==> config.mk <==
export PLATFORM = sky130hd
export DESIGN_NAME = hazard_ctrl
export DESIGN_NICKNAME = d
export VERILOG_FILES = /design/src/rtl/hazard_pkg.sv /design/src/rtl/load_use_detect.sv /design/src/rtl/hazard_ctrl.sv
export SDC_FILE = /design/constraint.sdc
export NUM_CORES = 1
export LEC_CHECK = 0
export CORE_MARGIN = 2
export CORE_UTILIZATION = 35
export CTS_BUF_LIST = sky130_fd_sc_hd__clkbuf_4 sky130_fd_sc_hd__clkbuf_8
export CTS_CLUSTER_DIAMETER = 150
export DETAILED_ROUTE_END_ITERATION = 10
export GPL_ROUTABILITY_DRIVEN = 1
export GPL_TIMING_DRIVEN = 0
export PLACE_DENSITY = 0.84
export REMOVE_ABC_BUFFERS = 1
export SKIP_LAST_GASP = 1
export SLEW_MARGIN = 15
export SYNTH_ARGS = -nofsm -noshare
export SYNTH_HDL_FRONTEND = slang
export SYNTH_SLANG_ARGS = --single-unit
==> constraint.sdc <==
create_clock -name clk_i -period 1.7 [get_ports clk_i]
set_input_delay 0.17 -clock clk_i [delete_from_list [all_inputs] [get_ports clk_i]]
set_output_delay 0.17 -clock clk_i [all_outputs]
set_load 0.05 [all_outputs]
==> src/rtl/hazard_pkg.sv <==
// Shared types for the pipeline hazard/stall controller: FSM state encoding,
// default register-address width and the ID/EX control-word layout.
package hazard_pkg;

  localparam int unsigned REG_W_DEF = 5;

  typedef enum logic [1:0] {
    IDLE,
    RUN,
    MEMWAIT,
    ERROR
  } state_t;

  // ID/EX control word; IDEXFlush_o zeros the whole word to form a bubble.
  typedef struct packed {
    logic [1:0] wb;
    logic [1:0] m;
    logic [3:0] ex;
  } idex_ctrl_t;

endpackage

==> src/rtl/load_use_detect.sv <==
// Combinational load-use comparator: a load in EX whose destination feeds the
// instruction currently in ID. Register 0 never creates a hazard.
module load_use_detect #(
  parameter int unsigned REG_W = 5
) (
  input  logic             ex_mem_read,
  input  logic [REG_W-1:0] ex_rt,
  input  logic [REG_W-1:0] id_rs,
  input  logic [REG_W-1:0] id_rt,
  input  logic             id_uses_rt,
  output logic             hazard
);

  always_comb begin
    hazard = ex_mem_read && (ex_rt != '0) &&
             ((ex_rt == id_rs) || (id_uses_rt && (ex_rt == id_rt)));
  end

endmodule

==> src/rtl/hazard_ctrl.sv <==
// Pipeline hazard/stall controller: start-up sequencing, load-use stalls,
// ID-resolved control flushes, memory-wait freeze with timeout watchdog.
// Optional stall-cycle counter is built only when HAZARD_CTRL_PERF_EN is defined.
module hazard_ctrl
  import hazard_pkg::*;
#(
  parameter int unsigned REG_W = REG_W_DEF,
  parameter int unsigned TMO_W = 8
) (
  input  logic             clk_i,
  input  logic             rst_n_i,
  input  logic             start_i,
  input  logic [REG_W-1:0] IDRegRs_i,
  input  logic [REG_W-1:0] IDRegRt_i,
  input  logic             IDUsesRt_i,
  input  logic             EXMemRead_i,
  input  logic [REG_W-1:0] EXRegRt_i,
  input  logic             BranchTaken_i,
  input  logic             Jump_i,
  input  logic             DMemReq_i,
  input  logic             DMemAck_i,
  output logic             PCWrite_o,
  output logic             IFIDWrite_o,
  output logic             IFIDFlush_o,
  output logic             IDEXFlush_o,
  output logic             Freeze_o,
  output logic             Err_o,
  output logic [31:0]      StallCnt_o
);

  localparam logic [TMO_W-1:0] TMO_MAX = '1;

  state_t           state_q, state_d;
  logic [TMO_W-1:0] tmr_q, tmr_d;
  logic             load_use;
  logic             mem_wait;
  logic             ctrl_xfer;
  logic             apply_run;

  load_use_detect #(.REG_W(REG_W)) u_lud (
    .ex_mem_read (EXMemRead_i),
    .ex_rt       (EXRegRt_i),
    .id_rs       (IDRegRs_i),
    .id_rt       (IDRegRt_i),
    .id_uses_rt  (IDUsesRt_i),
    .hazard      (load_use)
  );

  assign mem_wait  = DMemReq_i & ~DMemAck_i;
  assign ctrl_xfer = BranchTaken_i | Jump_i;

  always_ff @(posedge clk_i or negedge rst_n_i) begin
    if (!rst_n_i) begin
      state_q <= IDLE;
      tmr_q   <= '0;
    end else begin
      state_q <= state_d;
      tmr_q   <= tmr_d;
    end
  end

  always_comb begin
    state_d = state_q;
    tmr_d   = tmr_q;
    unique case (state_q)
      IDLE: if (start_i) state_d = RUN;
      RUN: begin
        if (mem_wait) begin
          // The RUN cycle that sees the request is the first wait cycle.
          tmr_d   = TMO_W'(1);
          state_d = (TMO_MAX == TMO_W'(1)) ? ERROR : MEMWAIT;
        end
      end
      MEMWAIT: begin
        if (DMemAck_i) begin
          state_d = RUN;
        end else begin
          if (tmr_q != TMO_MAX) tmr_d = tmr_q + 1'b1;
          if (tmr_d == TMO_MAX) state_d = ERROR;
        end
      end
      ERROR:   state_d = ERROR;
      default: state_d = IDLE;
    endcase
  end

  always_comb begin
    PCWrite_o   = 1'b0;
    IFIDWrite_o = 1'b0;
    IFIDFlush_o = 1'b0;
    IDEXFlush_o = 1'b0;
    Freeze_o    = 1'b0;
    Err_o       = 1'b0;
    apply_run   = 1'b0;
    unique case (state_q)
      IDLE: begin
        IFIDFlush_o = 1'b1;
        IDEXFlush_o = 1'b1;
      end
      RUN: begin
        if (mem_wait) Freeze_o  = 1'b1;
        else          apply_run = 1'b1;
      end
      MEMWAIT: begin
        if (!DMemAck_i) Freeze_o  = 1'b1;
        else            apply_run = 1'b1;
      end
      ERROR: begin
        Freeze_o = 1'b1;
        Err_o    = 1'b1;
      end
      default: ;
    endcase

    // Load-use wins over control transfer: the branch operand may be stale.
    if (apply_run) begin
      if (load_use) begin
        IDEXFlush_o = 1'b1;
      end else if (ctrl_xfer) begin
        IFIDFlush_o = 1'b1;
        PCWrite_o   = 1'b1;
        IFIDWrite_o = 1'b1;
      end else begin
        PCWrite_o   = 1'b1;
        IFIDWrite_o = 1'b1;
      end
    end
  end

`ifdef HAZARD_CTRL_PERF_EN
  logic [31:0] stall_cnt_q;

  always_ff @(posedge clk_i or negedge rst_n_i) begin
    if (!rst_n_i) begin
      stall_cnt_q <= '0;
    end else if ((state_q == RUN || state_q == MEMWAIT) && !PCWrite_o &&
                 (stall_cnt_q != '1)) begin
      stall_cnt_q <= stall_cnt_q + 32'd1;
    end
  end

  assign StallCnt_o = stall_cnt_q;
`else
  assign StallCnt_o = '0;
`endif

endmodule

# Word level (Yosys, flattened, before mapping)
# Index checks and enable logic that the tools add are counted.
# W data, S select, Z words.
[op_classes]
add_sub_neg = 1
n_eq_ne = 11
n_mux = 26
bitwise_logic = 3
reduce_logical = 9
[ops]
columns = ["op", "count"]
rows = [
  ["$mux W8", 5],
  ["$pmux W8 S2", 1],
  ["$mux W1", 13],
  ["$eq A5 B5 Y1", 2],
  ["$add A8 B1 Y8 const B", 1],
  ["$eq A8 B8 Y1 const B", 1],
  ["$mux W2", 4],
  ["$ne A8 B8 Y1 const B", 1],
  ["$pmux W2 S4", 1],
  ["$ne A2 B2 Y1 const B", 3],
  ["$reduce_and A3 Y1", 2],
  ["$reduce_bool A5 Y1", 1],
  ["$eq A2 B2 Y1 const B", 2],
  ["$logic_and A1 B1 Y1", 3],
  ["$ne A3 B3 Y1 const B", 1],
  ["$pmux W1 S3", 1],
  ["$eq A2 B1 Y1 const B", 1],
  ["$logic_not A2 Y1", 1],
  ["$pmux W1 S2", 1],
  ["$reduce_bool A2 Y1", 1],
  ["$and A1 B1 Y1", 1],
  ["$logic_or A1 B1 Y1", 1],
  ["$not A1 Y1", 1],
  ["$or A1 B1 Y1", 1],
]
[word_totals]
ff_bits = 10
input_bits = 24
out_inout_bits = 38
word_cells = 52

# Longest topological paths before layout
# Gate-level depths: netlist (run 1).
[depth]
ltp_word = 8
mapped_depth = 7
mapped_depth_nobuf = 7

# By module
# A second synthesis (run 1) with hierarchy kept.
[hier_totals]
cells_unflattened = 153
hier_area_um2 = 1199.9
[modules_own_cells]
columns = ["mod", "n_inst", "cells_per_inst", "area_each_um2", "seq_area_each_um2"]
rows = [
  ["hazard_ctrl", 1, 136, 1067.3, 250.2],
  ["load_use_detect", 1, 17, 132.6, 0.0],
]

# Least setup slack after synthesis (run 1)
# No wires, ideal clock.
[synth_timing]
path_type = "register to output"
from = "register state_q[1]"
to = "output IFIDFlush_o"
arrival_ns = 2.234
required_time_ns = 1.530
slack_ns = -0.704
stages_incl_launch_ff = 8
n_path_buf = 0
path_cell_list = "dfrtp_1 inv_1 ha_1 o21ai_0 nand2_1 nand2_1 nor2b_1 a21o_1"
[synth_between]
elab_chain_cells = 5
word_cells_on_any_way = 8
classes_between = "2 x eq/ne; 5 x mux; 1 x reduce/logical"
[synth_rtl]
columns = ["element", "line", "source"]
rows = [
  ["start: declaration", "hazard_ctrl.sv:33", "state_t state_q, state_d;"],
  ["start signal: assignment", "hazard_ctrl.sv:57", "state_q <= state_d;"],
  ["$logic_not A2 Y1", "hazard_ctrl.sv:95", "unique case (state_q)"],
  ["$mux W1", "hazard_ctrl.sv:95", ""],
  ["$mux W1", "hazard_ctrl.sv:119", "end else if (ctrl_xfer) begin"],
  ["$mux W1", "hazard_ctrl.sv:117", "if (load_use) begin"],
  ["$mux W1 (*)", "hazard_ctrl.sv:116", "if (apply_run) begin"],
  ["end: declaration", "hazard_ctrl.sv:24", "output logic IFIDFlush_o,"],
]
# Mark *: on every way between the ends. The rest lies on a longest branch, timed or not.

# Final worst setup path (run 1)
[layout_timing]
from = "register tmr_q[1]"
to = "register state_q[0]"
[layout_between]
elab_chain_cells = 7
word_cells_on_any_way = 8
classes_between = "1 x add/sub; 3 x eq/ne; 3 x mux; 1 x reduce/logical"
[layout_rtl]
columns = ["element", "line", "source"]
rows = [
  ["start: declaration", "hazard_ctrl.sv:34", "logic [TMO_W-1:0] tmr_q, tmr_d;"],
  ["start signal: assignment", "hazard_ctrl.sv:58", "tmr_q <= tmr_d;"],
  ["$add A8 B1 Y8 or $ne A8 B8 Y1 (tied branches)", "hazard_ctrl.sv:78", "if (tmr_q != TMO_MAX) tmr_d = tmr_q + 1'b1;"],
  ["$mux W8 (*)", "hazard_ctrl.sv:78", ""],
  ["$mux W8 (*)", "hazard_ctrl.sv:75", "if (DMemAck_i) begin"],
  ["$mux W8 (*)", "hazard_ctrl.sv:65", "unique case (state_q)"],
  ["$eq A8 B8 Y1 (*)", "hazard_ctrl.sv:79", "if (tmr_d == TMO_MAX) state_d = ERROR;"],
  ["$ne A3 B3 Y1 (no source line) (*)", "n/a", ""],
  ["$reduce_and A3 Y1 (no source line) (*)", "n/a", ""],
]
# Mark *: on every way between the ends. The rest lies on a longest branch, timed or not. The select of a mux whose other input is x is not followed.
# A chain may end at the register's enable or synchronous reset.

==> results of run 1 <==
==> power by group <==
part	switching (mW)	leakage, nW	internal (mW)	total [mW]
clock	0.0944	0.0210	0.131	0.225
sequential	0.0757	0.126	0.303	0.379
combinational	1.03	0.590	0.729	1.76
==> cell type report <==
type                       count  area (µm²)  area share
inverter                       5        21.3      0.0128
sequential                    10         254       0.153
multi-input combinational    133         888       0.536
tap                           46        57.6      0.0347
timing repair buffer          44         400       0.242
clock buffer                   4        36.3      0.0219
==> Yosys cell counts, types with 2 or more instances <==
master	count
a21oi_1	16
and3_1	4
buf_2	2
buf_4	33
dfrtp_1	10
ha_1	5
inv_1	5
mux2i_1	2
nand2_1	15
nand3_1	6
nor2_1	7
nor2b_1	3
nor4_1	4
o21ai_0	7
xnor2_1	4
xor2_1	6
==> kinds of logic after synthesis <==
logic type / synth area share
AOI/OAI and AO/OA: 0.174
xor gates and xnor gates: 0.0734
adders and majority gates: 0.0524
buffers and inverters: 0.236
DFF: 0.210
muxes: 0.0168
other: 0.00314
and+or+nand+nor: 0.235
==> state kept, by name, indices dropped and copies added, names as in the netlist <==
register  cells
state_q       2
tmr_q         8
==> routing by layer <==
layer	GRT usage	part of all wire	vias to the layer above
met5	0	0	-
met4	0.0333	0.0074	0
met3	0.0342	0.072	4
met2	0.258	0.50	52
met1	0.172	0.42	517
li1	-	-	555
==> timing repair <==
item / in CTS / in global routing
resized for setup: 85 / 17
pin swaps: 14 / 9
endpoints found under the hold margin: 0 / 0
setup endpoints to repair: 16 / 16
buffers inserted: 12 / 3
==> cells in the final DEF (no fill, tap or decap), types with 4 or more instances in the layout <==
cell type        Yosys  routed
nor4_1               4       4
buf_6                0       4
clkdlybuf4s50_1      0      12
buf_4               33      14
a21oi_1             16      15
o21ai_0              7       4
nand3_1              6       6
conb_1               1      32
xnor2_1              4       4
and3_1               4       4
dfrtp_1             10       7
nand2_1             15      12
nor2_1               7       6
xor2_1               6       6
==> how the worst min path moves through the flow <==
stage | start | to | slack [ns] | depth (start not counted)
after floorplan | rst_n_i | state_q[0]$_DFFE_PN0P_ | -0.13 | 0
after global placement | rst_n_i | tmr_q[7]$_DFFE_PN0P_ | 0.53 | 1
after detailed placement | rst_n_i | tmr_q[3]$_DFFE_PN0P_ | 0.53 | 1
after CTS | rst_n_i | tmr_q[6]$_DFFE_PN0P_ | 0.23 | 1
after global routing | rst_n_i | tmr_q[6]$_DFFE_PN0P_ | 0.24 | 1
final | rst_n_i | tmr_q[6]$_DFFE_PN0P_ | 0.20 | 1
==> through the flow <==
step           cell area (µm²)  setup slack (ns)  TNS (ns)  std cells  hold WS (ns)
6_report                  1660            -0.109    -0.328        242         0.201
3_5_place_dp              1400             -1.10    -10.23        223         0.530
5_1_grt                   1660            -0.161    -0.718        242         0.242
3_3_place_gp              1400             -1.01     -9.65        223         0.528
2_1_floorplan             1050             -1.33     -5.87        148        -0.126
4_1_cts                   1590           -0.0877    -0.183        239         0.231
==> summary.txt, run 1 <==
Clock tree
  – CTS Buffer Depth: 2
  – Clk pin slew, worst setup/hold paths: 0.07 ns
  – CTS Sinks: 10
  – # H-tree levels: 1
  – Clk root buf: clkbuf_4
  – CTS tree: yes
  – TritonCTS buffer count: 3
  – Hold-fix buffers, CTS: 0
  – Clk_lat worst skew: 0.28 ns

Global routing
  – Vias in the first global route: 1018
  – GRT Util Overall: 0.143
  – Antenna violations before repair: 0
  – First-pass GRT wire length: 4.60 mm
  – Largest net degree at the start of global routing: 11
  – Grt ovf: 0

Worst setup path
  – Worst path slowest cell: dfrtp_2
  – Worst setup path startpoint: tmr_q[1]$_DFFE_PN0P_
  – Reg2Reg Setup Slack: -0.11 ns
  – Worst r2r src: tmr_q[1]$_DFFE_PN0P_
  – Critical Path Stages: 7
  – Worst path required time: 1.86 ns
  – Type of element launching the critical path: flop
  – R2r worst-path depth: 7
  – Worst-path cell chain: ha_4 > and3_4 > nand3_4 > and4b_4 > a21oi_2 > and3_1 > or3_1
  – CP endpoint kind: flop
  – Data arrival, critical path: 1.97 ns
  – Worst stage delay on the critical path: 0.43 ns
  – Worst Path Buf+Inv: 0
  – Critical path's top delay family: simple AND/OR/NAND/NOR gates
  – Setup crit end: state_q[0]$_DFFE_PN0P_
  – FF-to-FF End: state_q[0]$_DFFE_PN0P_
  – CP max FO: 4
  – Worst setup path category: flop to flop

Synthesis
  – Post-synth ARST share: 1.00
  – Cell taking the most area after synthesis: dfrtp_1
  – Sequential cell area fraction in the yosys report: 0.210
  – Post-synth top area share: 0.210
  – Synthesized area per cell: 7.80 µm²
  – Synth Instances: 153
  – Synth warn: 0
  – Post-synth EDFFs: 0
  – Mapped cell area: 0.00119 mm²
  – Synth top area cells: dfrtp_1 (21%), buf_4 (21%), a21oi_1 (6.7%)
  – Cell variety after synth: 40
  – Synth Flop Type: dfrtp_1
  – #FFs+latches synth: 10

Place
  – Placer Congestion: 0.798
  – Port-buffer cells: 29
  – HPWL after DPL: 1.84 mm

Detailed routing
  – Vias after detailed routing: 1128
  – Final WL: 2.84 mm
  – Wire per inst: 11.8 µm
  – Antenna-violating nets left: 0
  – Via/cell ratio: 4.66
  – Detailed Route Iter0 Violations: 34
  – First-pass DRT Iterations: 5
  – Post-route DRC: 0

Timing
  – Final Hold Fails: 0
  – RSZ-0062 raised after global routing: yes
  – Clock Skews: 0.00753 ns
  – Slew Viols, Final: 0
  – Min Tclk post-route: 1.81 ns
  – Max Fclk: 0.553 GHz
  – Final worst slack: -0.109 ns
  – # setup viols final: 5
  – Final period utilization: 1.06

Run status
  – Violated checks: negative setup slack
  – Status: finished with violations

Die
  – Die area: 0.00389 mm²
  – I/O pin cnt: 62
  – Core footprint: 0.00331 mm²
  – # rows: 21
  – Starting Density: 0.361
  – Die Span Y: 62.4 µm
  – Die span in x: 62.4 µm

Power and ir drop
  – Final Power: 2.36 mW
  – Total power per unit cell area: 1420 mW/mm²
  – Leak Pwr: 0.738 nW
  – VDD IR max: 669 µV

Worst hold path
  – Hold WC Path Type: primary input to asynchronous set/reset pin

Run
  – Max-Cap Viols: 0

Layout
  – Share of cells above drive strength 1: 0.301
  – Fillers: 323
  – Final Core Density: 0.501
  – P&R area growth vs syn: 38.9%
  – # diodes: 0
  – NumNets Final: 226
Note: power is estimated with default switching activity, not from simulation.
==> run 2, diff against run 1 <==
Settings changed: CTS_CLUSTER_DIAMETER 150 to default.
==> results of run 2 <==
Final layout, timing and power as in run 1 (identical DEF).
==> run 3, diff against run 2 <==
Settings changed: SLEW_MARGIN 15 to default.
==> results of run 3 <==
Final layout, timing and power as in run 1 (identical DEF).
